==> src/rtl/pci_req_arbiter.sv <==
// pci_req_arbiter: round-robin sharing of one PCI master port among NUM_REQ bridges.
// Define PCI_ARB_TIMEOUT_EN to add a per-grant watchdog that reports expiry on s_err.
module pci_req_arbiter #(
   parameter int NUM_REQ = 4,
   parameter int ADDR_W  = 32,
   parameter int DATA_W  = 32,
   parameter int TIMEOUT = 64
) (
   input  logic                      HCLK,
   input  logic                      HRESETn,
   input  logic [NUM_REQ-1:0]        s_req,
   input  logic [NUM_REQ-1:0]        s_wr,
   input  logic [NUM_REQ*ADDR_W-1:0] s_addr,
   input  logic [NUM_REQ*DATA_W-1:0] s_wdata,
   output logic [NUM_REQ-1:0]        s_gnt,
   output logic [DATA_W-1:0]         s_rdata,
   output logic [NUM_REQ-1:0]        s_ready,
   output logic [NUM_REQ-1:0]        s_err,
   output logic                      m_req,
   output logic                      m_wr,
   output logic [ADDR_W-1:0]         m_addr,
   output logic [DATA_W-1:0]         m_wdata,
   input  logic [DATA_W-1:0]         m_rdata,
   input  logic                      m_ready
);
   localparam int IW = $clog2(NUM_REQ);
   typedef enum logic [1:0] {IDLE, GRANT, RELEASE} state_t;
   state_t state_q, state_d;
   logic [NUM_REQ-1:0] gnt_q, gnt_d;
   logic [IW-1:0] last_q, last_d, win, idx;
   logic done, expire;
   assign done = m_ready || !s_req[last_q];
`ifdef PCI_ARB_TIMEOUT_EN
   localparam int WW = $clog2(TIMEOUT + 1);
   logic [WW-1:0] wdog_q, wdog_d;
   logic [NUM_REQ-1:0] err_q, err_d;
   always_comb begin
      wdog_d = (state_q == GRANT) ? wdog_q + WW'(1) : '0;
      expire = (state_q == GRANT) && !done && (wdog_q == WW'(TIMEOUT));
      err_d  = expire ? gnt_q : '0;
   end
   always_ff @(posedge HCLK or negedge HRESETn) begin
      if (!HRESETn) begin
         wdog_q <= '0;
         err_q  <= '0;
      end else begin
         wdog_q <= wdog_d;
         err_q  <= err_d;
      end
   end
   assign s_err = err_q;
`else
   assign expire = 1'b0;
   assign s_err  = '0;
`endif
   // scan downward so the nearest set bit after last_q is the one left standing
   always_comb begin
      win = last_q;
      idx = '0;
      for (int i = NUM_REQ; i >= 1; i--) begin
         idx = IW'((int'(last_q) + i) % NUM_REQ);
         if (s_req[idx]) win = idx;
      end
   end
   always_comb begin
      state_d = state_q;
      gnt_d   = gnt_q;
      last_d  = last_q;
      case (state_q)
         IDLE: if (|s_req) begin
            state_d = GRANT;
            gnt_d   = NUM_REQ'(1) << win;
            last_d  = win;
         end
         GRANT: if (done || expire) begin
            state_d = RELEASE;
            gnt_d   = '0;
         end
         default: begin
            state_d = IDLE;
            gnt_d   = '0;
         end
      endcase
   end
   always_ff @(posedge HCLK or negedge HRESETn) begin
      if (!HRESETn) begin
         state_q <= IDLE;
         gnt_q   <= '0;
         last_q  <= IW'(NUM_REQ - 1);
      end else begin
         state_q <= state_d;
         gnt_q   <= gnt_d;
         last_q  <= last_d;
      end
   end
   assign s_gnt   = gnt_q;
   assign m_req   = (state_q == GRANT);
   assign m_wr    = |(gnt_q & s_wr);
   assign m_addr  = m_req ? s_addr[int'(last_q)*ADDR_W +: ADDR_W] : '0;
   assign m_wdata = m_req ? s_wdata[int'(last_q)*DATA_W +: DATA_W] : '0;
   assign s_ready = m_ready ? gnt_q : '0;
   assign s_rdata = m_rdata;
endmodule

==> config.mk <==
export PLATFORM = sky130hd
export DESIGN_NAME = pci_req_arbiter
export DESIGN_NICKNAME = d
export VERILOG_FILES = /design/src/rtl/pci_req_arbiter.sv
export SDC_FILE = /design/constraint.sdc
export NUM_CORES = 1
export LEC_CHECK = 0
export ABC_AREA = 0
export CORE_AREA = 3 3 159 161
export CTS_CLUSTER_SIZE = 30
export DETAILED_ROUTE_END_ITERATION = 12
export DIE_AREA = 0 0 162 164
export PLACE_DENSITY = 0.54
export SYNTH_ARGS = -nofsm -noshare
export SYNTH_HDL_FRONTEND = slang
export SYNTH_SLANG_ARGS = --single-unit
==> constraint.sdc <==
create_clock -name HCLK -period 2.2 [get_ports HCLK]
set_clock_uncertainty 0.2 [all_clocks]
set_input_delay 0.44 -clock HCLK [delete_from_list [all_inputs] [get_ports HCLK]]
set_output_delay 0.44 -clock HCLK [all_outputs]
set_load 0.02 [all_outputs]
==> impl_metrics.tcl <==
set metrics [dict create \
    yosysTopAreaCell "mux4_2" \
    stdcell_count 884 \
    yosysWarnings 0 \
    synth_flop_cell "dfrtp_1" \
    ir_worst_vdd_v 0.0004276 \
    yosysTopAreaCellShare_pct 52.77 \
    fin_crit_ns 2.695 \
    slew_headroom_pct 65.68 \
    dp_hpwl_um 12770 \
    rows 57 \
    syn_to_final_growth_pct 153.9 \
    grt_pass1_vias 3601 \
    drc 0 \
    setup_viol 67 \
    total_power_mw 7.622 \
    dieArea_um2 26570 \
    clock_latency_ns 0.23 \
    seq_area_um2 210.2 \
    synthXorXnorAreaFrac_pct 0 \
    startpoint_type "flip-flop" \
    report.final.hold_viol_count 0 \
    fp.dieW_um 162 \
    cpLargestDelayFamily "flip-flops" \
    synth_simple_gate_area_share_pct 18.69 \
    worst_setup_path_end_kind "primary output" \
    status "complete, but fails checks" \
    path_common_cell "buf_12" \
    grt_pass1_wl_um 21160 \
    failed_checks "negative setup slack" \
    p_clk_share_pct 4.1 \
    multi_input_area_um2 2317 \
    critPathKind "flip-flop to primary output" \
    dpl.cell_count 868 \
    cts_tree "yes" \
    seqPwrFrac_pct 4.5 \
    ys_ff_latch 8 \
    rsz0062_at_grt "true" \
    combPwrFrac_pct 91.4 \
    postSynthCellCount 234 \
    antenna_found_initial 0 \
    required_ns 1.56 \
    cp.arrival_ns 2.05 \
    swShare_pct 39.78 \
    whs_ns 0.3098 \
    critical_path_buf_inv_count 4 \
    max-cap-violations 0 \
    cts_buffer_depth 2 \
    synth_compound_area_share_pct 4.947 \
    die_h_um 164 \
    first_pass_iters 4 \
    vias_per_cell 3.827 \
    syn_area_um2 2731 \
    synth_top_family_by_area "multiplexers" \
    async_reset_ff_share_pct 100.0 \
    avgSynthCellArea_um2 11.67 \
    layout.nets 860 \
    drive_gt1_share_pct 41.07 \
    num-fill-cells 2581 \
    fin_crit_sh_pct 122.5 \
    track_usage_pct 10.20 \
    ios 409 \
    cpPeakStageDelay_ns 0.65 \
    gp_congestion 0.8208 \
    p_leak_nw 2.710 \
    wl_per_cell_um 17.16 \
    slew_violations 0 \
    synth.most_common_cell "and2_1" \
    crit_slowest_cell "dfstp_4" \
    critPathMaxFanout 8 \
    worst_slack_ns -0.4947 \
    cts_made_buffers 3 \
    crit_path_cell_trace "buf_12 > buf_12 > buf_16 > mux4_2 > and2_4 > buf_6" \
    cts-root-buf "clkbuf_16" \
    diodes 0 \
    yosys.area_share.adder_pct 0 \
    num_vias 3383 \
    h-tree-depth 1 \
    tightest_slew_ns 0.5108 \
    synthTopCellsByArea "mux4_2 53%, and2_1 16%, buf_4 10%" \
    p_int_mw 4.590 \
    synth_commonest_cells "69 x and2_1, 64 x mux4_2, 38 x buf_4" \
    power_density_nw_per_um2 1099 \
    p_sw_mw 3.032 \
    clk_pin_slew_ns 0.04 \
    clock_sinks 8 \
    synth_mux_area_share_pct 54.65 \
    ant_nets 0 \
    routed_wl_um 15170 \
    timing.fmax_ghz 0.3711 \
    coreArea_um2 24110 \
    grt_overflow_total 0 \
    grt_max_degree 42 \
    first_iter_violations 107 \
    synth_seq_area_share_pct 7.421 \
    port_buffers 340 \
    synth_cell_types 33 \
    start_util_pct 11.33 \
    min_path_type "input pin to async pin" \
    synth-edff-count 0 \
]
-- registers in the layout (all words and copies together), names as in the netlist --
register	count
s_gnt	4
state_q	2
last_q	2
-- final timing paths --
path | start | to | slack, ns | depth (start not counted)
setup / recovery | last_q[0] | m_addr[4] | -0.49 | 6
hold / removal | HRESETn | state_q[0] | 0.31 | 1
setup reg to reg | last_q[1] | s_gnt[1] | -0.04 | 7
hold reg to reg | s_gnt[3] | s_gnt[3] | 0.37 | 1
max in group asynchronous | HRESETn | last_q[1] | 1.17 | 1
min in group HCLK | s_gnt[3] | s_gnt[3] | 0.37 | 1
-- metal layers --
layer  GRT usage [%]  share of wire (%)  vias to the layer above
li1                -                  -                     1533
met1           11.50                 36                     1636
met2           19.56                 54                      192
met3           2.648                8.6                       22
met4           1.667                1.4                        0
met5               0                  0                        -
-- layout by cell type (no fill, tap or decap), drive strengths merged, types with 2 or more instances in the layout --
| master | n |
|---|---|
| nand2 | 2 |
| conb | 4 |
| buf | 101 |
| and2 | 69 |
| mux2i | 4 |
| dlygate4sd2 | 6 |
| clkbuf | 5 |
| dfrtp | 6 |
| or4b | 2 |
| nor2b | 3 |
| mux4 | 64 |
| clkdlybuf4s50 | 270 |
| a22o | 2 |
| dfstp | 2 |
| o2bb2ai | 2 |
| a22oi | 2 |
-- area by class of cell --
class / count / share of cell area [%]
repair buffers: 378 / 56.52
multi-input cells: 169 / 33.41
inverters: 1 / 0.05412
flip-flops and latches: 8 / 3.031
well taps: 324 / 5.845
clock buffers: 4 / 1.137
-- power groups by stage --
stage               registers [mW]  clock network, mW  logic, mW
floorplan                    0.322                  0       3.57
global placement             0.390                  0       5.96
detailed placement           0.392                  0       5.96
CTS                          0.344              0.313       6.99
global route                 0.359              0.324       7.43
finish                       0.342              0.310       6.97
-- kinds of logic (layout without fill, tap and decap cells) --
| logic type | count (synthesis) | after routing |
|---|---|---|
| compound gates | 15 | 15 |
| mux | 69 | 69 |
| buf+inv | 60 | 383 |
| flops | 8 | 8 |
| simple gates | 81 | 81 |
| other cells | 1 | 4 |
-- stage by stage --
step | worst slack (ns) | setup TNS (ns) | area (um^2) | util, %
final | -0.4947 | -25.97 | 6935 | 28.77
after global routing | -0.5492 | -29.89 | 6935 | 28.77
after CTS | -0.5132 | -27.53 | 6875 | 28.52
after detailed placement | -0.6814 | -41.76 | 6461 | 26.80
after global placement | -0.6636 | -41.09 | 6461 | 26.80
after floorplan | -0.01787 | -0.1429 | 2799 | -
-- what timing repair did --
item	in CTS	in global routing
pin swaps	7	4
endpoints found under the setup margin	74	68
cloned	3	1
hold buffers	0	0
buffers inserted	5	5
resized for setup	425	10
No activity file was read; power rests on OpenSTA's default activity.
